File: config.mk
export PLATFORM = sky130hd
export DESIGN_NAME = hdec_arbiter
export DESIGN_NICKNAME = d
export VERILOG_FILES = /design/src/rtl/hdec_arbiter.sv
export SDC_FILE = /design/constraint.sdc
export NUM_CORES = 1
export LEC_CHECK = 0
export ABC_CLOCK_PERIOD_IN_PS = 1920
export BUFFER_PORTS_ARGS = -buffer_cell sky130_fd_sc_hd__buf_2
export CORE_ASPECT_RATIO = 1.4
export CORE_MARGIN = 3
export CORE_UTILIZATION = 43
export DETAILED_ROUTE_END_ITERATION = 7
export PLACE_DENSITY = 0.76
export SLEW_MARGIN = 10
export SYNTH_ARGS = -nofsm -noshare
export SYNTH_HDL_FRONTEND = slang
export SYNTH_SLANG_ARGS = --single-unit
File: constraint.sdc
create_clock -name clk -period 1.92 [get_ports clk]
set_input_delay 0.096 -clock clk [delete_from_list [all_inputs] [get_ports clk]]
set_output_delay 0.096 -clock clk [all_outputs]
set_load 0.1 [all_outputs]
File: src/rtl/hdec_arbiter.sv
// Round-robin arbiter feeding one shared half-decoder into a single-entry output register.
// The granted requester's amount becomes a thermometer mask with bit j set iff j < amt.
module hdec_arbiter #(
  parameter int NREQ = 4,
  parameter int N    = 4
) (
  input  logic                         clk,
  input  logic                         rst_n,
  input  logic [NREQ-1:0]              req_valid,
  input  logic [NREQ*N-1:0]            req_amt,
  output logic [NREQ-1:0]              req_ready,
  output logic                         out_valid,
  input  logic                         out_ready,
  output logic [(2**N)-1:0]            out_mask,
  output logic [$clog2(NREQ)-1:0]      out_id
);

  localparam int IDW = $clog2(NREQ);
  localparam int MW  = 2 ** N;

  logic [IDW-1:0] ptr;
  logic [IDW-1:0] grant_idx;
  logic           any_req;
  logic           accept;
  logic           grant;
  logic [N-1:0]   amt_sel;
  logic [MW-1:0]  mask_d;
  logic [IDW-1:0] ptr_next;

  assign accept = !out_valid || out_ready;

  // Descending scan so the lowest offset from ptr is the one that sticks.
  always_comb begin
    any_req   = 1'b0;
    grant_idx = '0;
    for (int k = NREQ - 1; k >= 0; k--) begin
      if (req_valid[(int'(ptr) + k) % NREQ]) begin
        any_req   = 1'b1;
        grant_idx = IDW'((int'(ptr) + k) % NREQ);
      end
    end
  end

  // rst_n gating keeps req_ready low while the block is held in reset.
  assign grant = accept && any_req && rst_n;

  always_comb begin
    req_ready = '0;
    if (grant) req_ready[grant_idx] = 1'b1;
  end

  assign amt_sel  = req_amt[grant_idx*N +: N];
  assign ptr_next = IDW'((int'(grant_idx) + 1) % NREQ);

  always_comb begin
    mask_d = '0;
    for (int j = 0; j < MW; j++) begin
      mask_d[j] = (j < int'(amt_sel));
    end
  end

  always_ff @(posedge clk or negedge rst_n) begin
    if (!rst_n) begin
      out_valid <= 1'b0;
      out_mask  <= '0;
      out_id    <= '0;
      ptr       <= '0;
    end else if (accept) begin
      out_valid <= grant;
      if (grant) begin
        out_mask <= mask_d;
        out_id   <= grant_idx;
        ptr      <= ptr_next;
      end
    end
  end

endmodule

# After elaboration in Yosys (flattened, before gate mapping)

Cells that the tools add are included.

Register bits: 20
Output and inout port bits: 23
Word-level logic and storage cells: 64
Input port bits: 23

Bitwise gates (word level): 3
Multiplexer cells: 22
Add/sub/neg operators: 4
Order comparisons: 21
Reduce and logical (&&, ||, !) cells: 9
Shift-type cells: 1

Operators by type and width:

| operator                                            | number |
|---|---|
| < comparator 4 bit, first input constant            | 7 |
| < comparator 3 x 4 -> 1 bit, first input constant   | 4 |
| indexed part select 16 x 5 -> 4 bit                 | 1 |
| < comparator 3 x 4 -> 1 bit, second input constant  | 3 |
| 2-to-1 mux 1 bit                                    | 12 |
| binary-select mux 1 bit (select 2 bit)              | 4 |
| < comparator 1 x 4 -> 1 bit, first input constant   | 2 |
| < comparator 2 x 4 -> 1 bit, first input constant   | 2 |
| 2-to-1 mux 2 bit                                    | 4 |
| < comparator 2 x 3 -> 1 bit, second input constant  | 2 |
| OR reduction 2 bit                                  | 3 |
| adder 2 x 1 -> 2 bit, second input constant         | 2 |
| adder 2 bit, second input constant                  | 2 |
| 2-to-1 mux 4 bit                                    | 1 |
| AND 1 bit, first input constant                     | 3 |
| logical AND 1 bit                                   | 3 |
| demux 1 bit (select 2 bit)                          | 1 |
| >= comparator 2 x 1 -> 1 bit, second input constant | 1 |
| AND reduction 2 bit                                 | 1 |
| logical NOT 1 bit                                   | 1 |
| logical OR 1 bit                                    | 1 |

# Longest topological paths before layout

Gate-level depths: netlist of the first run.

Depth after elaboration: 15
Mapped depth: 8
Gate-level depth less buffers: 8

# Worst setup path after synthesis of the first run

Ideal clock, no wire load.

Path kind: reg2out
Start point: register out_valid
End point: output req_ready[0]
Buffers on the path: 2
Arrival time: 2.410 ns
Cell stages (with the launch flop): 6
Path slack: -0.586 ns
Cell sequence: dfrtp_1 -> nand2b_1 -> nor2b_1 -> clkbuf_1 -> clkbuf_1 -> and2_1

Word-level cells in the longest chain between the ends: 5

Ends and longest elaborated chain:

| what                           | line | RTL |
|---|---|---|
| start: declaration             | 12   | `output logic out_valid,` |
| start signal: assignment       | 69   | `out_valid <= grant;` |
| logical NOT 1 bit              | 30   | `assign accept = !out_valid \|\| out_ready;` |
| logical OR 1 bit               | 30   |  |
| logical AND 1 bit (2 in a row) | 45   | `assign grant = accept && any_req && rst_n;` |
| 2-to-1 mux 4 bit               | 49   | `if (grant) req_ready[grant_idx] = 1'b1;` |
| end: declaration               | 11   | `output logic [NREQ-1:0] req_ready,` |

Every way passes these cells.

# Worst setup path after layout of the first run

Start point: register ptr[0]
End point: output req_ready[1]

Word-level cells in the longest chain between the ends: 13

Ends and longest elaborated chain:

| what                                                                                              | line   | RTL |
|---|---|---|
| start: declaration                                                                                | 21     | `logic [IDW-1:0] ptr;` |
| start signal: assignment                                                                          | 73     | `ptr <= ptr_next;` |
| adder 2 bit                                                                                       | 37, 39 |  |
| binary-select mux 1 bit (select 2 bit)                                                            | 37     | `if (req_valid[(int'(ptr) + k) % NREQ]) begin` |
| 2-to-1 mux 1 bit (not written as such) (2 in a row)                                               | 37     |  |
| 2-to-1 mux 2 bit (3 in a row)                                                                     | 37     |  |
| 2-to-1 mux 2 bit *                                                                                | 37     |  |
| net grant_idx[1]                                                                                  | 22     | `logic [IDW-1:0] grant_idx;` |
| < comparator 2 x 3 -> 1 bit (not written as such) or >= comparator 2 x 1 -> 1 bit (tied branches) | 49     |  |
| logical AND 1 bit (not written as such)                                                           | 49     |  |
| 2-to-1 mux 1 bit (not written as such)                                                            | 49     |  |
| demux 1 bit (select 2 bit) *                                                                      | 49     |  |
| 2-to-1 mux 4 bit *                                                                                | 49     |  |

The timed path passes the listed nets; every way through them passes the cells marked *. The select of a mux whose other input is x is not followed.

==> results by group, run 1 <==
Outcome
  – Outcome: finished with violations
  – Failing checks: negative setup slack

Route
  – Met3 routed WL: 193 um
  – Highest metal used: met4
  – Detailed-route DRC error count: 0
  – Drt first pass iters: 4
  – WL per Instance: 13.84 um
  – DR vias: 1,150
  – First DRT Iteration DRCs: 16
  – Antenna viol nets, final: 0
  – DR WL met2: 1.567 mm
  – Metal-1 WL: 1.143 mm
  – Drt total wl: 2.990 mm
  – DR vias/cell: 5.324

Synth
  – Synth cell types: 39
  – YS warnings: 0
  – Syn Area/Cell: 9.697 um^2
  – Post-Syn Area: 1164 um^2
  – Top FF cell, synth: dfrtp_1
  – Post-synth EDFFs: 0
  – Post-synthesis mux area share: 0.05699
  – Xor and xnor area share after synthesis: 0
  – Ys async rst share: 1.000
  – Compound-Gate Fraction of Synth Area: 0.2280
  – Syn Inst Count: 120
  – Sequential fraction of the synthesis area: 0.4301
  – Synth Area in Adders: 0.04301
  – Top cells by area, synth: dfrtp_1, nand2_1, ha_1, mux2i_1, o31ai_2
  – Post-synthesis simple-gate area fraction: 0.2065
  – Largest family of logic cells by synthesized area: compound AO/OA/AOI/OAI gates
  – Flops & latches, synth: 20
  – Syn nets: 147
  – Yosys top cell by area: dfrtp_1
  – Post-synth top area share: 0.4301

Worst setup path
  – Crit end category: primary output
  – WP data arrival: 1.95 ns
  – Worst path required time: 1.82 ns
  – Crit-path cells: nor2b_2 > buf_6 > a211oi_4 > nor2_4 > buf_6 > inv_4 > ha_2 > and2_4 > buf_12
  – Startpoint types: flop
  – CP Class: reg2out
  – Most used cell, CP: buf_6
  – Slowest CP cell: dfrtp_1
  – Max Fanout on Critical Path: 4
  – R2R depth: 9
  – Largest stage delay, worst path: 0.41 ns

Global routing
  – First-pass GRT wire length: 4.747 mm
  – All-Layer GR Usage: 0.1846
  – Initial antenna violation count: 0
  – Pin count of the biggest net entering global routing: 21
  – Vias in the first global route: 1,096
  – GRT overflow: 0

Worst hold path
  – Worst hold path class: in2reg
  – Hold-critical path depth: 3

Clock tree
  – Inserted Clock Buffers: 3
  – Clock Pin Slew Worst Setup and Hold Paths: 0.11 ns
  – CTS tree: done
  – CTS Sinks: 20
  – H-tree depth: 1
  – Clk Tree Root Cell: clkbuf_4
  – Clock Latency Late Sink: 0.31 ns
  – Clk buf depth: 2

Die
  – Placeable Area: 2496 um^2
  – Initial Util: 0.4662
  – I/O pin cnt: 46
  – Die area: 3375 um^2
  – Die H: 67.55 um
  – Floorplan row count: 21
  – Die W: 49.97 um

Cells and area
  – Register area: 503.0 um^2
  – Share of cells above drive strength 1: 0.5275
  – Multi-input gate area: 716.9 um^2
  – Nets: 210
  – Area grow syn2layout: 50.11%
  – Final Instance Area: 1747 um^2
  – Most frequent cells in the layout: buf_2, dfrtp_1, nand2_1, buf_4, nor2_1
  – N_diodes: 0
  – Filler cells: 185
  – Most common cell after layout, fill and taps aside: buf_2
  – Post-layout util: 0.6997

Power
  – Static Leak: 0.8398 nW
  – Pwr dens: 1778 nW/um^2
  – Power Total: 0.003105 W
  – VDD IR max: 0.001282 V

Timing
  – Slew headroom: 0.6468
  – Setup WS post-layout: -0.1273 ns
  – Final setup violation count: 16
  – Final Max Tran Viols: 0
  – Crit share post-route: 1.066
  – Worst Clk Skew: 0.007640 ns
  – Worst slew pin tran: 0.5274 ns
  – Tmin final: 2.047 ns
  – Fmax: 0.4884 GHz
  – Final hold violation count: 0
  – RSZ-0062 raised after global routing: true

Placement
  – Dpl ws: -0.08160 ns
  – Placed cell area: 1583 um^2
  – Number of port buffers: 44
  – Placer Congestion: 0.8150
  – Final HPWL DP: 2.281 mm

Flow run
  – Max-Cap Viols: 0
[final timing paths]
path / from / to / slack [ns]
min reg2reg: out_mask[9]$_DFFE_PN0P_ / out_mask[9]$_DFFE_PN0P_ / 0.48
max in group asynchronous: rst_n / out_valid$_DFFE_PN0P_ / 1.40
max reg2reg: ptr[0]$_DFFE_PN0P_ / out_mask[12]$_DFFE_PN0P_ / -0.12
min: out_ready / out_valid$_DFFE_PN0P_ / 0.06
max: ptr[0]$_DFFE_PN0P_ / req_ready[1] / -0.13
min in group asynchronous: rst_n / out_mask[4]$_DFFE_PN0P_ / 0.29
[routing by layer]
metal	global-route usage	up-vias
li1	-	544
met1	0.2064	533
met2	0.3344	66
met5	0	-
met4	0.1246	0
met3	0.01325	7
[synth_stat cells (all sizes together), types with 3 or more instances]
cell type and instances:
nand2b 4, o21ai 8, inv 4, and2 5, nor2 9, ha 4, nand2 16, a21o 4
a21oi 3, clkbuf 4, dfrtp 20, nand3 8, a31oi 3, mux2i 4, o31ai 3, a211oi 3
[logic make-up after synthesis]
group,Yosys count
compound gates,33
fa+ha+maj,4
buf+inv,9
flops,20
mux,6
other cells,1
simple gates,47
[final cells by class]
class | instances | area share
multi-input cells | 91 | 0.4105
flip-flops and latches | 20 | 0.2880
well taps | 34 | 0.02436
clock buffers | 4 | 0.01504
repair buffers | 63 | 0.2521
inverters | 4 | 0.01003
[worst max-delay path: cells and delay by family, from the launching register on]
family / cells / cell delay [ns]
AOI/OAI and AO/OA: 1 / 0.25
adders and majority gates: 1 / 0.16
buffers and inverters: 4 / 0.49
DFF: 1 / 0.41
and+or+nand+nor: 3 / 0.32
[state kept, by name, summed over array words and instances, names as in the netlist]
register,cells
out_mask,15
out_id,2
ptr,2
out_valid,1
[per-stage QoR]
step / TNS [ns] / hold WS (ns) / std cells
6_report: -0.9811 / 0.06124 / 216
5_1_grt: -2.461 / 0.08535 / 216
4_1_cts: -0.6889 / 0.06188 / 215
3_5_place_dp: -0.3535 / 0.09856 / 206
3_3_place_gp: 0 / 0.1015 / 206
2_1_floorplan: 0 / -0.1996 / 120
[where the power goes]
part	switching, W	leakage (nW)	internal [W]
combinational	0.00165	0.592	0.000590
clock	0.000127	0.0150	0.0000812
sequential	0.0000870	0.232	0.000572
total	0.00186	0.840	0.00124
[repair_timing]
action | in CTS | in global routing
pin swaps | 8 | 5
setup buffers | 5 | 1
hold buffers | 1 | 0
resized for setup | 14 | 9
endpoints found under the setup margin | 16 | 19
endpoints found under the hold margin | 20 | 0
Note: power is estimated with default switching activity, not from simulation.
==> inputs of run 2 (changes only) <==
Settings changed: ABC_CLOCK_PERIOD_IN_PS 1920 to 1900, CORE_ASPECT_RATIO 1.4 to default, CORE_UTILIZATION 43 to 47, GPL_TIMING_DRIVEN from default to 0, PLACE_DENSITY 0.76 to 0.79.
Clock period 1.92 ns to 1.9 ns, I/O delays scaled along.
==> results by group, run 2 (same netlist as run 1, synthesis figures left out) <==
Global routing
  – Initial antenna violation count: 0
  – Vias in the first global route: 1,147
  – First-pass GRT wire length: 5.306 mm
  – Pin count of the biggest net entering global routing: 21
  – GRT overflow: 0
  – All-Layer GR Usage: 0.2166

Cells and area
  – Nets: 218
  – Most frequent cells in the layout: buf_2, buf_4, dfrtp_1
  – Post-layout util: 0.8043
  – Area grow syn2layout: 57.31%
  – Most common cell after layout, fill and taps aside: buf_2
  – Top reg by flops: out_mask
  – N_diodes: 0
  – Max reg flops: 15
  – Share of cells above drive strength 1: 0.5474
  – Top flop regs: out_mask x15, out_id x2, ptr x2

Placement
  – Final HPWL DP: 2.205 mm
  – Placer Congestion: 0.7552
  – Number of port buffers: 44

Clock tree
  – H-tree depth: 1
  – CTS Sinks: 20
  – Clock Pin Slew Worst Setup and Hold Paths: 0.11 ns
  – Clk Tree Root Cell: clkbuf_4
  – Clock Latency Late Sink: 0.30 ns
  – CTS tree: done
  – Clk buf depth: 2
  – Inserted Clock Buffers: 3

Timing
  – Final Max Tran Viols: 0
  – Crit share post-route: 1.108
  – RSZ-0062 raised after global routing: true
  – Final setup violation count: 18
  – Hold Slack: 0.1231 ns
  – Slew headroom: 0.3991
  – Worst slew pin tran: 0.8984 ns
  – Final hold violation count: 0
  – Fmax: 0.4749 GHz
  – Setup WS post-layout: -0.2055 ns
  – Tmin final: 2.106 ns
  – Worst Clk Skew: 0.001913 ns

Die
  – Die area: 3109 um^2
  – I/O pin cnt: 46
  – Floorplan row count: 17
  – Initial Util: 0.5113
  – Die H: 55.76 um
  – Die W: 55.76 um
  – Placeable Area: 2276 um^2

Worst setup path
  – Worst path required time: 1.80 ns
  – Crit-path cells: nor2b_4 > a21o_1 > a211oi_4 > inv_2 > ha_2 > and2_4 > buf_12
  – Crit end category: primary output
  – Startpoint types: flop
  – Slowest CP cell: dfrtp_1
  – WP data arrival: 2.01 ns
  – Largest stage delay, worst path: 0.45 ns
  – Max Fanout on Critical Path: 4
  – CP Class: reg2out

Outcome
  – Outcome: finished with violations
  – Failing checks: negative setup slack

Route
  – Detailed-route DRC error count: 0
  – First DRT Iteration DRCs: 50
  – Drt first pass iters: 4
  – WL per Instance: 18.27 um
  – DR vias/cell: 5.739
  – Drt total wl: 3.983 mm
  – DR vias: 1,251
  – Antenna viol nets, final: 0

Power
  – Pwr dens: 1854 nW/um^2
  – Static Leak: 0.8876 nW
  – VDD IR max: 0.001541 V

Worst hold path
  – Worst hold path class: in2reg

Flow run
  – Max-Cap Viols: 0
## run 2: cell count changes in the layout (fill, tap and decap cells not counted), sizes merged
cell,change
buf,+4
clkbuf,+4
## run 2: routing by layer
metal / track usage / wire length (um)
met5: 0 / 0
met4: 0.1076 / 120
met3: 0.04640 / 215
met2: 0.3801 / 2172
met1: 0.2460 / 1474
## run 2: metrics by stage
step	setup slack [ns]	power [W]	area (um^2)	setup TNS [ns]	cells
3_3_place_gp	-0.2045	0.002601	1443	-1.544	192
4_1_cts	-0.1162	0.003093	1665	-0.7809	209
5_1_grt	-0.2571	0.003513	1831	-3.671	218
6_report	-0.2055	0.003394	1831	-2.595	218
3_5_place_dp	-0.2131	0.002636	1443	-2.239	192
2_1_floorplan	0.01556	0.002313	1187	0	120
## run 2: repair_timing
action | CTS | global route
hold buffers | 1 | 0
hold endpoints to repair | 20 | 0
setup buffers | 12 | 9
setup endpoints to repair | 18 | 19
pin swaps | 4 | 10
resized for setup | 22 | 20
## run 2: report_power, final
group          internal, W  total, W  switching [W]
Sequential        0.000578  0.000671      0.0000929
Combinational     0.000692   0.00247        0.00178
Clock             0.000117  0.000251       0.000134
Total              0.00139   0.00339        0.00201
## run 2: worst paths after layout
check                                        startpoint                        to  slack [ns]  cells after the start
worst min-delay path                          out_ready     out_valid$_DFFE_PN0P_        0.12                      3
worst max register to register       ptr[0]$_DFFE_PN0P_  out_mask[14]$_DFFE_PN0P_       -0.19                      7
worst max-delay path                 ptr[0]$_DFFE_PN0P_              req_ready[2]       -0.21                      7
max in group asynchronous                         rst_n        ptr[1]$_DFFE_PN0P_        0.81                      2
min in group asynchronous                         rst_n  out_mask[13]$_DFFE_PN0P_        0.49                      2
worst min register to register  out_mask[9]$_DFFE_PN0P_   out_mask[9]$_DFFE_PN0P_        0.49                      1
## run 2: layout make-up
class	instances	area [um^2]
plain buffers	5	25.02
clock buffers	4	36.28
fillers	130	445.4
inverters	4	15.01
multi-input cells	91	760.7
flip-flops and latches	20	503.0
well taps	28	35.03
repair buffers	66	455.4
## run 2: worst max-delay path, delay by kind of cell (launching register included)
family | cells | cell delay [ns]
compound gates | 2 | 0.52
fa+ha+maj | 1 | 0.21
flops | 1 | 0.45
simple gates | 2 | 0.21
buf+inv | 2 | 0.31
==> inputs of run 3 (changes only) <==
Settings changed: ABC_CLOCK_PERIOD_IN_PS 1900 to 1800, CORE_UTILIZATION 47 to 43, PLACE_DENSITY 0.79 to default, PLACE_DENSITY_LB_ADDON from default to 0.1.
Clock period 1.9 ns to 1.8 ns, I/O delays scaled along.
==> results by group, run 3 (same netlist as run 1, synthesis figures left out) <==
Timing
  – Final Max Tran Viols: 0
  – Final hold violation count: 0
  – Final setup violation count: 19
  – Tmin final: 2.022 ns
  – Setup WS post-layout: -0.2216 ns
  – Slew headroom: 0.3968
  – Worst Clk Skew: 0.004041 ns
  – Worst slew pin tran: 0.9018 ns
  – Hold Slack: 0.08439 ns
  – RSZ-0062 raised after global routing: true
  – Crit share post-route: 1.123
  – Fmax: 0.4947 GHz

Worst setup path
  – CP Class: reg2reg
  – WP data arrival: 2.24 ns
  – Worst R2R Start: ptr[0]$_DFFE_PN0P_
  – R2R depth: 7
  – Worst R2R Setup Slack: -0.22 ns
  – Crit end category: flop
  – R2r endpoint: out_mask[13]$_DFFE_PN0P_
  – Max Fanout on Critical Path: 5
  – Startpoint types: flop
  – Worst path required time: 2.02 ns

Global routing
  – First-pass GRT wire length: 5.037 mm
  – Initial antenna violation count: 0
  – All-Layer GR Usage: 0.1963
  – Pin count of the biggest net entering global routing: 21
  – Vias in the first global route: 1,111
  – GRT overflow: 0

Power
  – Pwr dens: 1947 nW/um^2
  – Static Leak: 0.8495 nW
  – Power Total: 0.003376 W
  – VDD IR max: 0.001687 V

Cells and area
  – Post-layout util: 0.6875
  – Most frequent cells in the layout: buf_2, dfrtp_1, nand2_1
  – N_diodes: 0
  – Share of cells above drive strength 1: 0.5165
  – Most common cell after layout, fill and taps aside: buf_2
  – Final Instance Area: 1734 um^2
  – Top reg by flops: out_mask
  – Multi-input gate area: 720.7 um^2
  – Top flop regs: out_mask x15, out_id x2, ptr x2
  – Nets: 210
  – Register area: 505.5 um^2
  – Area grow syn2layout: 49.03%
  – Filler cells: 197
  – Max reg flops: 15

Clock tree
  – Clk Tree Root Cell: clkbuf_4
  – CTS tree: done
  – Clock Pin Slew Worst Setup and Hold Paths: 0.11 ns
  – Inserted Clock Buffers: 3
  – H-tree depth: 1
  – Clock Latency Late Sink: 0.30 ns
  – Clk buf depth: 2
  – CTS Sinks: 20

Outcome
  – Outcome: finished with violations
  – Failing checks: negative setup slack

Route
  – Detailed-route DRC error count: 0
  – First DRT Iteration DRCs: 36
  – Antenna viol nets, final: 0
  – Metal-1 WL: 1.278 mm
  – Met3 routed WL: 201 um
  – Drt total wl: 3.172 mm
  – DR vias: 1,163
  – WL per Instance: 14.96 um
  – DR WL met2: 1.646 mm
  – Drt first pass iters: 5
  – DR vias/cell: 5.486
  – Highest metal used: met4

Placement
  – Placer Congestion: 0.7919
  – Final HPWL DP: 2.123 mm
  – Dpl ws: -0.3732 ns
  – Number of port buffers: 44
  – Placed cell area: 1448 um^2

Worst hold path
  – Hold-critical path depth: 3
  – Hold Path End: out_valid$_DFFE_PN0P_
  – Worst hold path class: in2reg
  – Min-delay src: out_ready

Die
  – Placeable Area: 2522 um^2
  – Die area: 3366 um^2
  – Die W: 58.02 um
  – Floorplan row count: 18
  – I/O pin cnt: 46
  – Die H: 58.02 um
  – Initial Util: 0.4613

Flow run
  – Max-Cap Viols: 0
==> run 3: cell count changes in the layout (fill, tap and decap cells not counted), moves of 2 or more <==
cell,before,now
ha_4,3,0
buf_4,20,13
ha_1,0,3
nand3_2,0,2
==> run 3: where the power goes <==
part / total, W / internal (W) / switching (W)
logic: 0.00241 / 0.000637 / 0.00177
registers: 0.000705 / 0.000611 / 0.0000944
clock network: 0.000264 / 0.000124 / 0.000140
==> run 3: worst max path at each step <==
stage          cells past startpoint                       end               start
2_1_floorplan                      6  out_mask[14]$_DFFE_PN0P_  ptr[0]$_DFFE_PN0P_
4_1_cts                            7  out_mask[14]$_DFFE_PN0P_  ptr[0]$_DFFE_PN0P_
3_3_place_gp                       7              req_ready[0]               rst_n
5_1_grt                            7  out_mask[13]$_DFFE_PN0P_  ptr[0]$_DFFE_PN0P_
3_5_place_dp                       7              req_ready[0]               rst_n
6_report                           7  out_mask[13]$_DFFE_PN0P_  ptr[0]$_DFFE_PN0P_
==> run 3: layer usage <==
metal | vias to the layer above | GRT usage
li1 | 548 | -
met1 | 566 | 0.2371
met2 | 43 | 0.3339
met3 | 6 | 0.05791
met4 | 0 | 0.06623
met5 | - | 0
==> run 3: through the flow <==
stage	TNS, ns	instances
after floorplan	-0.2700	120
after global placement	-3.688	194
final	-2.835	212
after detailed placement	-4.238	194
after global routing	-4.688	212
after CTS	-2.579	210
==> run 3: critical path: stages (launching register included) <==
cell	delay (ns)
dfrtp_1	0.42
nor2b_2	0.08
a21o_1	0.19
a211oi_4	0.29
buf_6	0.16
mux2_4	0.33
or2_4	0.29
o31ai_2	0.17
==> run 3: final cells by class <==
cell class                 count  share of cell area
tap                           30             0.02165
inverter                       4            0.008658
buffer                         5             0.01587
timing repair buffer          58              0.2258
sequential                    20              0.2915
multi-input combinational     91              0.4156
clock buffer                   4             0.02092
==> run 3: what timing repair did <==
| item | in CTS | in global routing |
|---|---|---|
| endpoints found under the hold margin | 20 | 0 |
| endpoints found under the setup margin | 19 | 19 |
| pin swaps | 6 | 5 |
| hold buffers | 1 | 0 |
| buffers inserted | 11 | 2 |
| resized for setup | 26 | 10 |
